===== config.mk =====
export PLATFORM = sky130hd
export DESIGN_NAME = mem_1rw_req_adapter_flat
export DESIGN_NICKNAME = d
export VERILOG_FILES = /design/src/rtl/mem_1rw_req_adapter_if.sv /design/src/rtl/mem_1rw_req_adapter.sv /design/src/flat_wrapper.sv
export SDC_FILE = /design/constraint.sdc
export NUM_CORES = 1
export LEC_CHECK = 0
export ABC_AREA = 1
export BUFFER_PORTS_ARGS = -buffer_cell sky130_fd_sc_hd__buf_2
export CORE_UTILIZATION = 44
export DETAILED_ROUTE_END_ITERATION = 7
export PLACE_DENSITY = 0.82
export SLEW_MARGIN = 20
export SYNTH_ARGS = -nofsm -noshare
export SYNTH_HDL_FRONTEND = slang
export SYNTH_SLANG_ARGS = --single-unit
export TNS_END_PERCENT = 100

===== constraint.sdc =====
create_clock -name clk_i -period 5.22 [get_ports clk_i]
set_input_delay 0 -clock clk_i [delete_from_list [all_inputs] [get_ports clk_i]]
set_output_delay 0 -clock clk_i [all_outputs]
set_load 0.005 [all_outputs]

===== src/rtl/mem_1rw_req_adapter_if.sv =====
// Request, SRAM-pin and response bundle around the 1RW SRAM request adapter.
// slave = adapter view; master = requester/SRAM/consumer environment view.
interface mem_1rw_req_adapter_if #(
    parameter int ELS   = 512,
    parameter int WIDTH = 64
);
    localparam int ADDR_W = $clog2(ELS);
    localparam int MASK_W = WIDTH / 8;

    logic              req_v_i;
    logic              req_ready_o;
    logic              req_w_i;
    logic [ADDR_W-1:0] req_addr_i;
    logic [WIDTH-1:0]  req_data_i;
    logic [MASK_W-1:0] req_mask_i;

    logic              sram_v_o;
    logic              sram_w_o;
    logic [ADDR_W-1:0] sram_addr_o;
    logic [WIDTH-1:0]  sram_data_o;
    logic [MASK_W-1:0] sram_mask_o;
    logic [WIDTH-1:0]  sram_data_i;

    logic              resp_v_o;
    logic              resp_ready_i;
    logic [WIDTH-1:0]  resp_data_o;

    modport slave (
        input  req_v_i, req_w_i, req_addr_i, req_data_i, req_mask_i,
        output req_ready_o,
        output sram_v_o, sram_w_o, sram_addr_o, sram_data_o, sram_mask_o,
        input  sram_data_i,
        output resp_v_o, resp_data_o,
        input  resp_ready_i
    );

    modport master (
        output req_v_i, req_w_i, req_addr_i, req_data_i, req_mask_i,
        input  req_ready_o,
        input  sram_v_o, sram_w_o, sram_addr_o, sram_data_o, sram_mask_o,
        output sram_data_i,
        input  resp_v_o, resp_data_o,
        output resp_ready_i
    );
endinterface


===== src/rtl/mem_1rw_req_adapter.sv =====
// Valid/ready front-end for a 1RW SRAM; reads return 2 cycles after accept via a 3-entry buffer.
// Backpressure: req_ready_o is registered and drops while buffered + in-flight reads reach 3.
module mem_1rw_req_adapter #(
    parameter int ELS   = 512,
    parameter int WIDTH = 64
) (
    input  logic                 clk_i,
    input  logic                 reset_n_i,
    mem_1rw_req_adapter_if.slave bus
);
    localparam int ADDR_W = $clog2(ELS);
    localparam int MASK_W = WIDTH / 8;

    logic             fire;
    logic             rd_fire;
    logic             enq;
    logic             deq;
    logic             rd_pend_q, rd_pend_d;
    logic             ready_q, ready_d;
    logic [1:0]       cnt_q, cnt_d;
    logic [1:0]       head_q, head_d;
    logic [1:0]       tail_q, tail_d;
    logic [2:0]       occ_d;
    logic [WIDTH-1:0] fifo_q [3];

    function automatic logic [1:0] ptr_inc(input logic [1:0] p);
        return (p == 2'd2) ? 2'd0 : p + 2'd1;
    endfunction

    always_comb begin
        fire      = bus.req_v_i & ready_q;
        rd_fire   = fire & ~bus.req_w_i;
        enq       = rd_pend_q;
        deq       = (cnt_q != 2'd0) & bus.resp_ready_i;
        rd_pend_d = rd_fire;
        cnt_d     = cnt_q;
        head_d    = head_q;
        tail_d    = tail_q;
        case ({enq, deq})
            2'b10:   cnt_d = cnt_q + 2'd1;
            2'b01:   cnt_d = cnt_q - 2'd1;
            default: cnt_d = cnt_q;
        endcase
        if (enq) tail_d = ptr_inc(tail_q);
        if (deq) head_d = ptr_inc(head_q);
        // Ready is computed from next-state and registered, so resp_ready_i never reaches it combinationally.
        occ_d   = {1'b0, cnt_d} + {2'b00, rd_pend_d};
        ready_d = (occ_d < 3'd3);
    end

    always_ff @(posedge clk_i or negedge reset_n_i) begin
        if (!reset_n_i) begin
            rd_pend_q <= 1'b0;
            ready_q   <= 1'b0;
            cnt_q     <= 2'd0;
            head_q    <= 2'd0;
            tail_q    <= 2'd0;
        end else begin
            rd_pend_q <= rd_pend_d;
            ready_q   <= ready_d;
            cnt_q     <= cnt_d;
            head_q    <= head_d;
            tail_q    <= tail_d;
        end
    end

    // SRAM data is only valid the cycle after the read, so capture is keyed off rd_pend alone.
    always_ff @(posedge clk_i) begin
        if (enq) fifo_q[tail_q] <= bus.sram_data_i;
    end

    assign bus.req_ready_o = ready_q;
    assign bus.sram_v_o    = fire;
    assign bus.sram_w_o    = fire & bus.req_w_i;
    assign bus.sram_addr_o = bus.req_addr_i;
    assign bus.sram_data_o = bus.req_data_i;
    assign bus.sram_mask_o = rd_fire ? {MASK_W{1'b0}} : bus.req_mask_i;
    assign bus.resp_v_o    = (cnt_q != 2'd0);
    assign bus.resp_data_o = fifo_q[head_q];

    a_no_overflow: assert property (@(posedge clk_i) disable iff (!reset_n_i)
        !(enq && cnt_q == 2'd3));

    logic unused_addr_w;
    assign unused_addr_w = (ADDR_W == 0);
endmodule


===== src/flat_wrapper.sv =====
// flat-port wrapper written by rule: the top's interface ports become plain ports
module mem_1rw_req_adapter_flat 
#(
    parameter int ELS   = 512,
    parameter int WIDTH = 64
)
  (clk_i, reset_n_i, bus_req_v_i, bus_req_w_i, bus_req_addr_i, bus_req_data_i, bus_req_mask_i, bus_req_ready_o, bus_sram_v_o, bus_sram_w_o, bus_sram_addr_o, bus_sram_data_o, bus_sram_mask_o, bus_sram_data_i, bus_resp_v_o, bus_resp_data_o, bus_resp_ready_i);
  mem_1rw_req_adapter_if #(.ELS(ELS), .WIDTH(WIDTH)) bus_i ();
  input  logic clk_i;
  input  logic reset_n_i;
  input wire logic [$bits(bus_i.req_v_i)-1:0] bus_req_v_i;
  input wire logic [$bits(bus_i.req_w_i)-1:0] bus_req_w_i;
  input wire logic [$bits(bus_i.req_addr_i)-1:0] bus_req_addr_i;
  input wire logic [$bits(bus_i.req_data_i)-1:0] bus_req_data_i;
  input wire logic [$bits(bus_i.req_mask_i)-1:0] bus_req_mask_i;
  output wire logic [$bits(bus_i.req_ready_o)-1:0] bus_req_ready_o;
  output wire logic [$bits(bus_i.sram_v_o)-1:0] bus_sram_v_o;
  output wire logic [$bits(bus_i.sram_w_o)-1:0] bus_sram_w_o;
  output wire logic [$bits(bus_i.sram_addr_o)-1:0] bus_sram_addr_o;
  output wire logic [$bits(bus_i.sram_data_o)-1:0] bus_sram_data_o;
  output wire logic [$bits(bus_i.sram_mask_o)-1:0] bus_sram_mask_o;
  input wire logic [$bits(bus_i.sram_data_i)-1:0] bus_sram_data_i;
  output wire logic [$bits(bus_i.resp_v_o)-1:0] bus_resp_v_o;
  output wire logic [$bits(bus_i.resp_data_o)-1:0] bus_resp_data_o;
  input wire logic [$bits(bus_i.resp_ready_i)-1:0] bus_resp_ready_i;
  assign bus_i.req_v_i = bus_req_v_i;
  assign bus_i.req_w_i = bus_req_w_i;
  assign bus_i.req_addr_i = bus_req_addr_i;
  assign bus_i.req_data_i = bus_req_data_i;
  assign bus_i.req_mask_i = bus_req_mask_i;
  assign bus_req_ready_o = bus_i.req_ready_o;
  assign bus_sram_v_o = bus_i.sram_v_o;
  assign bus_sram_w_o = bus_i.sram_w_o;
  assign bus_sram_addr_o = bus_i.sram_addr_o;
  assign bus_sram_data_o = bus_i.sram_data_o;
  assign bus_sram_mask_o = bus_i.sram_mask_o;
  assign bus_i.sram_data_i = bus_sram_data_i;
  assign bus_resp_v_o = bus_i.resp_v_o;
  assign bus_resp_data_o = bus_i.resp_data_o;
  assign bus_i.resp_ready_i = bus_resp_ready_i;
  mem_1rw_req_adapter #(.ELS(ELS), .WIDTH(WIDTH)) u_core (.clk_i(clk_i), .reset_n_i(reset_n_i), .bus(bus_i));
endmodule

# Word level (Yosys, flattened, before mapping)
# Memory sizes are Yosys's and may differ from the RTL's.
# Index checks and enable logic that the tools add are counted.
dict set report totals {
  ff_bits 8
  mem_bits_rw 192
  inputBits 150
  out_inout_bits 149
  n_memories 1
}
dict set report op_classes {
  n_addsub 5
  order_cmp 1
  n_eq_ne 4
  n_mux 6
  n_bitwise 5
  n_reduce_logical 1
}
# name words word_bits rd rd_clocked_by_memory_dff wr line_no
set memory_table {}
lappend memory_table {u_core.fifo_q 3 64 1 0 1 mem_1rw_req_adapter.sv:24} ;# logic [WIDTH-1:0] fifo_q [3];
# cell count
set ops {}
lappend ops {{8-bit 2-to-1 mux} 1}
lappend ops {{2-bit by 1-bit adder with 2-bit output, second input constant} 3}
lappend ops {{2-bit == test, second input constant} 3}
lappend ops {{1-bit AND} 4}
lappend ops {{2-bit 2-to-1 mux} 2}
lappend ops {{2-bit case mux with 2 select lines} 1}
lappend ops {{2-bit by 1-bit adder with 3-bit output} 1}
lappend ops {{3-bit by 2-bit less-than comparator with 1-bit output, second input constant} 1}
lappend ops {{2-bit by 1-bit == test with 1-bit output, second input constant} 1}
lappend ops {{1-bit 2-to-1 mux} 2}
lappend ops {{2-bit nonzero test} 1}
lappend ops {{2-bit by 1-bit subtractor with 2-bit output, second input constant} 1}
lappend ops {{1-bit inverter} 1}

# Logic depth before layout (Yosys ltp)
dict set report logic_depth {
  word_depth 6
  depth_mapped 12
  ltp_nobuf 12
}

# Worst setup path before layout
# No wires, ideal clock.
dict set report synth_path {
  path_kind {register to register}
  start {register u_core.rd_pend_q (netlist: u_core.enq)}
  end {memory u_core.fifo_q[2][0], enable pin}
  setup_ns 0.565
  arrival_ns 4.807
  slack_ns -0.151
  path_stages_with_launch 3
  path_buffers 0
  cell_sequence {dfrtp_1 -> inv_1 -> nor3_1}
}
dict set report synth_via {
  elab_chain_cells 2
}
# item line_no
set synth_lines {}
lappend synth_lines {{from (decl)} mem_1rw_req_adapter.sv:18} ;# logic rd_pend_q, rd_pend_d;
lappend synth_lines {{from (signal assigned)} mem_1rw_req_adapter.sv:59} ;# rd_pend_q <= rd_pend_d;
lappend synth_lines {{1-bit 2-to-1 mux} mem_1rw_req_adapter.sv:69} ;# if (enq) fifo_q[tail_q] <= bus.sram_data_i;
lappend synth_lines {{1-bit 2-to-1 mux (implied by the code)} mem_1rw_req_adapter.sv:69}
lappend synth_lines {{to (decl)} mem_1rw_req_adapter.sv:24}
# No other way between the ends.

# Final worst setup path
dict set report layout_path {
  start {register u_core.head_q[1]}
  end {output bus_resp_data_o[28]}
}
dict set report layout_via {
  elab_chain_cells 1
}
# item line_no
set layout_lines {}
lappend layout_lines {{from (decl)} mem_1rw_req_adapter.sv:21} ;# logic [1:0] head_q, head_d;
lappend layout_lines {{from (signal assigned)} mem_1rw_req_adapter.sv:56} ;# head_q <= 2'd0;
lappend layout_lines {{from (signal assigned)} mem_1rw_req_adapter.sv:62} ;# head_q <= head_d;
lappend layout_lines {{memory read 3 x 64 bit} -}
lappend layout_lines {{to (decl)} flat_wrapper.sv:24} ;# output wire logic [$bits(bus_i.resp_data_o)-1:0] bus_resp_data_o;
# No other way between the ends.

==> impl_results.md <==
* Outcome: completed
* Boundary Pins at 299
* Overall Global Routing Usage at 21.1%
* Gp weighted congestion at around 0.74
* Net Sw Power at 1460 uW
* Core ar. at between 15000 and 20000 um2
* Top Metal Used: met4
* Layout cells sized above 1 at 25.3%
* CTS tree: done
* Synth Instances at a little over 600
* Hold Crit Class: in -> out
* Sequential power share at 44.8%
* Pint at 3070 uW
* Clk pin slew, worst setup/hold paths at roughly 0.070 ns
* Post-place setup slack at 2.83 ns
* Peak VDD IR at ~240 uV
* Setup TNS at 0 ns
* Pwr dens at between 400 and 500 nW/um2
* Pleak at 0.00382 uW
* Post-layout net count at about 900
* Clk root buf: clkbuf_16
* H-tree levels at 4
* Hpwl dp at 12.6 mm
* Antenna Cells at 0
* Hold Violations, Final at 0
* Remaining Overflow, GRT at 0
* Post-synthesis register bit count at 200
* RSZ-0062 raised after global routing: no
* Die area at 18700 um2
* Vias in the first global route at 4855
* Placement-stage cell area at 8390 um2
* Worst hold start: bus_req_addr_i[7]
* Clk Latency, worst-skew pair at 0.43 ns
* Synth area leaders: edfxtp_1, nand2_1, buf_4
* Routed Antenna Nets at 0
* CP Max Fanout at 39
* Met3 WL at 1.73 mm
* Switching share of total power at 32.2%
* Largest net degree at the start of global routing at 65
* Routed vias at 4900
* DR iter-0 viols at approximately 380
* Die width at around 140 um
* Yosys top cell area share at 72.3%
* Reg2Reg Setup Slack at 3.15 ns
* Seq/Total Area, Yosys at 74.8%
* Met1 WL at a little under 7 mm
* Num CTS Buffers at 17
* Yosys top cell by area: edfxtp_1
* Slew Viols, Final at 0
* Synth Area per Inst at ~13 um2
* CTS sink cnt at 200
* Site Rows at 48
* Setup Crit Path Kind: reg -> out
* Routed WL per cell at around 20 um
* Comb power frac at between 20 and 30%
* Hold-critical path depth at 0
* Synth warnings at 0
* Routed WL at 19.6 mm
* Slew @ Worst Pin at 0.953 ns
* Worst Hold End: bus_sram_addr_o[7]
* Worst R2R End: u_core.head_q[1]
* Final worst setup slack at 2.53 ns
* CP required at approximately 5.2 ns
* Synthesized Nets at 761
* Fill cells at roughly 1.4k
* Clk buf depth at 2
* Port Buf Inserts at 152
* Final setup fails at 0
* Initial Utilization at 45.6%
* Crit path arrival time at 2.69 ns
* Post-layout min period at around 2.7 ns
* Post-CTS setup buffer count at 0
* Drt drc at 0
* Worst setup SP type: flip-flop
* Cell variety after synth at 17
* Via-to-Cell Ratio at 4.90
* Die Ht at 137 um
* Synthesis-to-finish area growth at 21.1%
* Origin of the critical flop-to-flop path: u_core.head_q[1]
* Initial antenna violation count at 0
* Finished Cell Area at 9650 um2
* Clock power frac at about 27%
* Endpoint type of the worst setup path: primary output
* Final period util at 51.5%
* Mapped Area at 7970 um2
* Total iterations of the first detailed-routing run at 4
* WL met2 at around 11 mm
* Global-route wire length before repair at 27.8 mm
* Number of max-cap violations at 0
* FF-to-FF path depth at 4
* Post_cts resized at 0
* Slew HR at 36.5%
* FMAX at 0.372 GHz
* Setup Skew at 0.0102 ns
-- worst max-delay path by stage --
stage	start	end	slack, ns
final	u_core.head_q[1]	bus_resp_data_o[28]	2.53
after global routing	u_core.head_q[1]	bus_resp_data_o[28]	2.33
after CTS	u_core.head_q[1]	bus_resp_data_o[6]	2.36
after detailed placement	u_core.head_q[1]	bus_resp_data_o[6]	2.83
after global placement	u_core.head_q[1]	bus_resp_data_o[39]	2.88
after floorplan	u_core.enq	u_core.fifo_q[2][0]	1.81
-- placed cells by master, fill, tap and decap left out --
| cell type | instances |
|---|---|
| nor2_4 | 2 |
| dlygate4sd3_1 | 69 |
| dfrtp_2 | 1 |
| dfrtp_1 | 7 |
| inv_1 | 19 |
| nor3_4 | 1 |
| buf_16 | 1 |
| o21ai_0 | 2 |
| clkbuf_16 | 17 |
| clkinv_4 | 4 |
| nand4_1 | 1 |
| nor2_1 | 9 |
| a21oi_1 | 1 |
| inv_6 | 3 |
| clkinvlp_4 | 2 |
| xnor2_1 | 1 |
| buf_4 | 7 |
| ha_1 | 3 |
| nor2_2 | 1 |
| inv_2 | 2 |
| nand2_1 | 205 |
| edfxtp_1 | 192 |
| buf_2 | 152 |
| clkbuf_1 | 2 |
| inv_8 | 3 |
| nand3_1 | 67 |
-- cell type report --
type                            instances  area (um2)  area share (%)
Clock buffer                           19         433            4.48
Timing Repair Buffer                  229        1530            15.9
Multi-Input combinational cell        293        1250            13.0
Tap cell                              225         282            2.92
Sequential cell                       200        5970            61.8
Inverter                               21        78.8           0.817
Clock inverter                         12         110            1.14
-- registers in the layout, indices dropped and copies added, names as in the netlist --
register and flops:
u_core.fifo_q 192, u_core.cnt_q 2, u_core.head_q 2, u_core.tail_q 2
u_core.bus.req_ready_o 1, u_core.enq 1
-- cells by family (layout without fill, tap and decap cells) --
group                      Yosys count  after routing  synth area share, %
and+or+nand+nor                    286            286                 14.6
adders and majority gates            3              3                0.471
buffers and inverters              115            281                 9.82
DFF                                200            200                 74.8
AOI/OAI and AO/OA                    3              3                0.188
xor gates and xnor gates             1              1                0.110
-- metrics by stage --
step | total power, uW | util, % | hold WS, ns | cells
after floorplan | 2810 | - | -0.296 | 608
after global placement | 3250 | 48.0 | -0.147 | 898
after detailed placement | 3270 | 48.0 | -0.143 | 898
after CTS | 4520 | 55.1 | 0.0000346 | 998
after global routing | 4770 | 55.2 | 0.0000169 | 999
final | 4520 | 55.2 | 0.00000182 | 999
-- cells in the mapped netlist --
cell	instances
edfxtp_1	192
nor2_2	1
o21ai_0	2
dfrtp_1	8
nor3_1	1
inv_1	21
nand4_1	1
a21oi_1	1
nand2_1	205
nand3_1	67
buf_6	6
xnor2_1	1
buf_2	8
buf_4	79
clkbuf_1	1
ha_1	3
nor2_1	11
-- power groups by stage --
stage | sequential, uW | clock [uW] | combinational [uW]
finish | 2030 | 1210 | 1280
global route | 2040 | 1300 | 1430
global placement | 2060 | 0 | 1190
detailed placement | 2060 | 0 | 1210
CTS | 2030 | 1230 | 1260
floorplan | 2030 | 0 | 779
-- layer usage --
| layer | GRT usage [%] | vias up |
|---|---|---|
| met5 | 0.556 | - |
| met4 | 9.14 | 0 |
| met3 | 7.19 | 34 |
| met2 | 38.5 | 230 |
| met1 | 21.9 | 2324 |
| li1 | - | 2312 |
-- worst max-delay path, cell delays in order, from the launching register on --
cell     delay (ns)
dfrtp_2        0.61
nor2_4         0.67
buf_4          0.53
nand2_1        0.13
nand3_1        0.16
buf_2          0.14
-- repair_timing --
action                                  CTS  global route
endpoints found under the hold margin   203             0
hold buffers                             69             0
endpoints found under the setup margin    0             0
No activity file was read; power rests on OpenSTA's default activity.
